## src/rtl/m_time_ctrl.sv

```systemverilog
// Mode and adjustment controller for the clock counter chain: one-second tick in RUN,
// field select / adjust pulses with auto-repeat and display blink in the set states.
module m_time_ctrl #(
  parameter int unsigned TICK_DIV      = 50000000,
  parameter int unsigned REPEAT_DELAY  = 25000000,
  parameter int unsigned REPEAT_PERIOD = 5000000
) (
  input  logic       clk,
  input  logic       rst_n,
  input  logic       btn_mode,
  input  logic       btn_adj,
  output logic       inc_sec,
  output logic       inc_min,
  output logic       inc_hour,
  output logic       clr_sec,
  output logic [1:0] mode,
  output logic       blink
);

  localparam int unsigned PW    = $clog2(TICK_DIV);
  localparam int unsigned HALF  = TICK_DIV / 2;
  localparam int unsigned BW    = $clog2(HALF + 1);
  localparam int unsigned RMAX  = (REPEAT_DELAY > REPEAT_PERIOD) ? REPEAT_DELAY : REPEAT_PERIOD;
  localparam int unsigned RW    = $clog2(RMAX + 1);

  localparam logic [1:0] S_RUN  = 2'd0;
  localparam logic [1:0] S_HOUR = 2'd1;
  localparam logic [1:0] S_MIN  = 2'd2;
  localparam logic [1:0] S_SEC  = 2'd3;

  logic          r_mode_s1, r_mode_s2, r_mode_prev, r_mode_ev;
  logic          r_adj_s1, r_adj_s2, r_adj_prev, r_adj_ev;
  logic          w_mode_rise, w_adj_rise;

  logic [1:0]    r_state, w_state_nxt;
  logic [PW-1:0] r_presc, w_presc_nxt;
  logic [BW-1:0] r_blink_cnt, w_blink_cnt_nxt;
  logic          r_blink, w_blink_nxt;
  logic [RW-1:0] r_rep_cnt, w_rep_cnt_nxt;
  logic          r_rep_act, w_rep_act_nxt;
  logic          r_inc_sec, r_inc_min, r_inc_hour, r_clr_sec;
  logic          w_inc_sec, w_inc_min, w_inc_hour, w_clr_sec;

  // Synchronizers reset to 1 so a button held through reset must be released before it counts
  always_ff @(posedge clk or negedge rst_n) begin
    if (!rst_n) begin
      r_mode_s1   <= 1'b1;
      r_mode_s2   <= 1'b1;
      r_mode_prev <= 1'b1;
      r_mode_ev   <= 1'b0;
      r_adj_s1    <= 1'b1;
      r_adj_s2    <= 1'b1;
      r_adj_prev  <= 1'b1;
      r_adj_ev    <= 1'b0;
    end else begin
      r_mode_s1   <= btn_mode;
      r_mode_s2   <= r_mode_s1;
      r_mode_prev <= r_mode_s2;
      r_mode_ev   <= w_mode_rise;
      r_adj_s1    <= btn_adj;
      r_adj_s2    <= r_adj_s1;
      r_adj_prev  <= r_adj_s2;
      r_adj_ev    <= w_adj_rise;
    end
  end

  assign w_mode_rise = r_mode_s2 & ~r_mode_prev;
  assign w_adj_rise  = r_adj_s2 & ~r_adj_prev;

  // State, counters and registered outputs
  always_ff @(posedge clk or negedge rst_n) begin
    if (!rst_n) begin
      r_state     <= S_RUN;
      r_presc     <= '0;
      r_blink_cnt <= '0;
      r_blink     <= 1'b0;
      r_rep_cnt   <= '0;
      r_rep_act   <= 1'b0;
      r_inc_sec   <= 1'b0;
      r_inc_min   <= 1'b0;
      r_inc_hour  <= 1'b0;
      r_clr_sec   <= 1'b0;
    end else begin
      r_state     <= w_state_nxt;
      r_presc     <= w_presc_nxt;
      r_blink_cnt <= w_blink_cnt_nxt;
      r_blink     <= w_blink_nxt;
      r_rep_cnt   <= w_rep_cnt_nxt;
      r_rep_act   <= w_rep_act_nxt;
      r_inc_sec   <= w_inc_sec;
      r_inc_min   <= w_inc_min;
      r_inc_hour  <= w_inc_hour;
      r_clr_sec   <= w_clr_sec;
    end
  end

  // Next state and next outputs; a mode event overrides any adjust activity
  always_comb begin
    w_state_nxt     = r_state;
    w_presc_nxt     = '0;
    w_blink_cnt_nxt = r_blink_cnt;
    w_blink_nxt     = r_blink;
    w_rep_cnt_nxt   = r_rep_cnt;
    w_rep_act_nxt   = r_rep_act;
    w_inc_sec       = 1'b0;
    w_inc_min       = 1'b0;
    w_inc_hour      = 1'b0;
    w_clr_sec       = 1'b0;

    if (r_mode_ev) begin
      case (r_state)
        S_RUN:   w_state_nxt = S_HOUR;
        S_HOUR:  w_state_nxt = S_MIN;
        S_MIN:   w_state_nxt = S_SEC;
        default: w_state_nxt = S_RUN;
      endcase
      w_blink_cnt_nxt = '0;
      w_blink_nxt     = 1'b0;
      w_rep_cnt_nxt   = '0;
      w_rep_act_nxt   = 1'b0;
    end else if (r_state == S_RUN) begin
      w_blink_cnt_nxt = '0;
      w_blink_nxt     = 1'b0;
      w_rep_cnt_nxt   = '0;
      w_rep_act_nxt   = 1'b0;
      if (r_presc == PW'(TICK_DIV - 1)) begin
        w_inc_sec = 1'b1;
      end else begin
        w_presc_nxt = r_presc + PW'(1);
      end
    end else begin
      if (r_blink_cnt == BW'(HALF - 1)) begin
        w_blink_cnt_nxt = '0;
        w_blink_nxt     = ~r_blink;
      end else begin
        w_blink_cnt_nxt = r_blink_cnt + BW'(1);
      end

      if (r_adj_ev) begin
        case (r_state)
          S_HOUR:  w_inc_hour = 1'b1;
          S_MIN:   w_inc_min  = 1'b1;
          default: w_clr_sec  = 1'b1;
        endcase
        if (r_state != S_SEC) begin
          w_rep_act_nxt = 1'b1;
          w_rep_cnt_nxt = RW'(REPEAT_DELAY - 1);
        end
      end else if (r_rep_act) begin
        if (!r_adj_s2) begin
          w_rep_act_nxt = 1'b0;
        end else if (r_rep_cnt == '0) begin
          w_inc_hour    = (r_state == S_HOUR);
          w_inc_min     = (r_state == S_MIN);
          w_rep_cnt_nxt = RW'(REPEAT_PERIOD - 1);
        end else begin
          w_rep_cnt_nxt = r_rep_cnt - RW'(1);
        end
      end
    end
  end

  assign inc_sec  = r_inc_sec;
  assign inc_min  = r_inc_min;
  assign inc_hour = r_inc_hour;
  assign clr_sec  = r_clr_sec;
  assign mode     = r_state;
  assign blink    = r_blink;

endmodule

```

## config.mk

```make
export PLATFORM = sky130hd
export DESIGN_NAME = m_time_ctrl
export DESIGN_NICKNAME = d
export VERILOG_FILES = /design/src/rtl/m_time_ctrl.sv
export SDC_FILE = /design/constraint.sdc
export NUM_CORES = 1
export LEC_CHECK = 0
export CAP_MARGIN = 20
export CORE_MARGIN = 1
export CORE_UTILIZATION = 65
export CTS_BUF_LIST = sky130_fd_sc_hd__clkbuf_4
export CTS_CLUSTER_DIAMETER = 200
export DETAILED_ROUTE_END_ITERATION = 12
export PLACE_DENSITY = 0.86
export SYNTH_ARGS = -nofsm -noshare
export SYNTH_HDL_FRONTEND = slang
export SYNTH_SLANG_ARGS = --single-unit
```

## constraint.sdc

```tcl
create_clock -name clk -period 5.81 [get_ports clk]
set_clock_uncertainty 0.05 [all_clocks]
set_input_delay 1.162 -clock clk [delete_from_list [all_inputs] [get_ports clk]]
set_output_delay 1.162 -clock clk [all_outputs]
set_load 0.05 [all_outputs]
```

==> impl_metrics.csv <==
group,metric,value,unit
clock_tree,hold_buffers,0,
placed_design,place_congestion,0.882,
logic_synthesis,synth_edf_count,0,
timing,fin_crit,2.89,ns
timing,finalSetupTns,0,ns
logic_synthesis,synth_cells,482,
route,routed_via_density,6.01,
timing,post-route-period-util,0.497,
clock_tree,clkTransAtPathRegs,0.14,ns
route,drt-initial-drc-count,280,
worst_hold_path,min_to,"r_adj_s2",
global_route,first_global_vias,3192,
power_and_ir_drop,static-leakage-power,2.13,nW
critical_path,crit_family,"buffers and inverters",
critical_path,cp_cell_sequence,"clkdlybuf4s50_1",
final_layout,final_core_util,0.720,
logic_synthesis,ys_types,55,
route,dr_total_vias,3524,
critical_path,crit_fanout,4,
critical_path,rrSetupSlack,3.28,ns
placed_design,io_buffers,10,
worst_hold_path,whs_path_depth,0,
logic_synthesis,synth_area_per_cell,9.54,µm²
final_layout,fin_cells,586,
final_layout,drive_gt1_frac,0.0714,
final_layout,synthToLayoutAreaGrowth,6.91,%
placed_design,dp_cells,569,
floorplan,initial_core_util,0.673,
floorplan,die_w,86.1,µm
timing,max_freq,0.347,GHz
critical_path,r2r_end,"r_rep_cnt[6]",
clock_tree,clockBufferDepth,2,
critical_path,cp_data_arrival_time,1.67,ns
logic_synthesis,netlist_area,4600,µm²
worst_hold_path,holdCritPathClass,"reg2reg",
logic_synthesis,synthFlopType,"dfrtp_1",
final_layout,nets,496,
floorplan,coreArea,6830,µm²
final_layout,n_antenna_cell,0,
logic_synthesis,ys_ff_latch,92,
timing,hold_slack,0.316,ns
clock_tree,cts_setup_buffers,0,
global_route,grt-ovfl-total,0,
critical_path,critPathCaptureType,"output pin",
critical_path,reg2regPathDepth,7,
floorplan,ioPinCount,11,
floorplan,die-area,7410,µm²
logic_synthesis,syn_nets,493,
logic_synthesis,async_reset_ff_frac,1.00,
final_layout,multiInputGateArea,2150,µm²
route,wl,8930,µm
critical_path,critical-path-slowest-cell,"clkdlybuf4s50_1",
power_and_ir_drop,vdd_ir_drop_max,0.261,mV
clock_tree,cts_tree,"done",
placed_design,detailed_place_hpwl,6010,µm
floorplan,rows,30,
critical_path,path_class,"reg2out",
critical_path,cp_num_buf_inv,1,
clock_tree,insertion_delay,0.45,ns
timing,drv_slew,0,
critical_path,cp.required,4.60,ns
timing,rsz0062_at_grt,"no",
job,maxCapViolCount,0,
global_route,grt_pass1_wl,15000,µm
logic_synthesis,seq_area_frac_synth,0.502,
logic_synthesis,ys.warnings.count,0,
critical_path,crit_path_max_incr_delay,0.82,ns
critical_path,startpoint_type,"register",
clock_tree,htreeDepth,3,
timing,hold_viol,0,
critical_path,r2r_start,"r_rep_cnt[0]",
global_route,grt_max_degree,93,
timing,finalSetupViolCount,0,
timing,relSlewSlack,0.336,
final_layout,fillers,511,
worst_hold_path,min-delay-start,"r_adj_s1",
power_and_ir_drop,power_density,434,nW/µm²
clock_tree,cts_root_buffer,"clkbuf_4",
clock_tree,cts_buffers,9,
route,ant_nets,0,
clock_tree,clock-sinks,92,
floorplan,die_y,86.1,µm
clock_tree,cts_resized,0,
global_route,antenna_found_initial,0,
route,dr.pass1.iters,5,
final_layout,stdcell_area,4920,µm²
route,routedWlPerCell,15.2,µm
timing,tightest_slew,0.988,ns
route,drcViolationCount,0,
run_status,status,"finished, final reports clean",
final_layout,seq_area,2310,µm²
global_route,grt_use_total,0.259,
placed_design,post_dp_cell_area,4740,µm²
[power breakdown]
group	leakage, nW	internal (mW)	total, mW	switching (mW)
Combinational	0.815	0.327	0.926	0.599
Clock	0.0711	0.137	0.365	0.228
Sequential	1.24	0.732	0.841	0.108
[synthesized netlist by cell type (3+ instances only)]
library cell   n  area share
inv_1         15       0.012
and3_1        15       0.020
and4_1         4      0.0076
nand4_1       15       0.020
o22ai_1        6      0.0082
a21o_1         4      0.0065
nand2b_1       6      0.0082
a21oi_1       23       0.025
nand2_1       30       0.024
ha_1           7       0.019
xor2_1        29       0.055
xnor2_1       19       0.036
nor2_1        74       0.060
and2_1         4      0.0054
nor3_1        12       0.013
buf_2          4      0.0044
clkbuf_1      14       0.011
o21ai_0       20       0.022
a31oi_1        8       0.011
o211ai_1       3      0.0049
nor4_1         8       0.011
dfrtp_1       86        0.47
or2_2          3      0.0041
or3_1          5      0.0068
nand3_1       24       0.026
dfstp_2        6       0.034
[state kept, by name (all words and copies together), names as in the netlist, 2 cells and up]
signal / count
r_blink_cnt: 25
r_rep_cnt: 25
r_presc: 26
mode: 2
[how the worst max path moves through the flow]
| stage | startpoint | to | slack [ns] | cells past startpoint |
|---|---|---|---|---|
| finish | mode[1] | mode[1] | 2.92 | 1 |
| CTS | mode[0] | mode[0] | 2.89 | 1 |
| global route | mode[0] | mode[0] | 2.86 | 1 |
| detailed placement | r_rep_cnt[0] | r_rep_cnt[7] | 3.35 | 7 |
| floorplan | mode[0] | r_rep_cnt[10] | 3.44 | 6 |
| global placement | mode[0] | mode[0] | 3.41 | 1 |
[cell type report]
type / count / share of cell area
Timing Repair Buffer: 12 / 0.0270
Clock buffer: 9 / 0.0137
Multi-Input combinational cell: 355 / 0.437
Clock inverter: 7 / 0.0165
Sequential cell: 92 / 0.470
Tap cell: 96 / 0.0244
Inverter: 15 / 0.0115
[stage by stage]
| stage | power [mW] | worst slack, ns |
|---|---|---|
| 6_report | 2.13 | 2.92 |
| 5_1_grt | 2.29 | 2.86 |
| 4_1_cts | 2.12 | 2.89 |
| 3_5_place_dp | 1.75 | 3.35 |
| 3_3_place_gp | 1.73 | 3.41 |
| 2_1_floorplan | 1.55 | 3.44 |
[placed cells by master, fill, tap and decap left out, types with 12 or more instances in the layout]
cell type / n
nor3_1: 12
nand4_1: 15
xnor2_1: 19
dfrtp_1: 86
o21ai_0: 20
a21oi_1: 23
nor2_1: 74
inv_1: 15
nand3_1: 24
nand2_1: 30
and3_1: 15
xor2_1: 29
[cell families after synthesis]
group | after synthesis | share of synthesized area
and+or+nand+nor | 221 | 0.253
buffers and inverters | 35 | 0.0305
AOI/OAI and AO/OA | 78 | 0.101
xor gates and xnor gates | 48 | 0.0914
muxes | 1 | 0.00218
DFF | 92 | 0.502
adders and majority gates | 7 | 0.0190
[metal layers]
metal	vias to the layer above	share of wire	track usage
li1	1699	-	-
met1	1693	0.46	0.375
met2	119	0.47	0.395
met3	13	0.053	0.0491
met4	0	0.013	0.0848
met5	-	0	0
No activity file was read; power rests on OpenSTA's default activity.
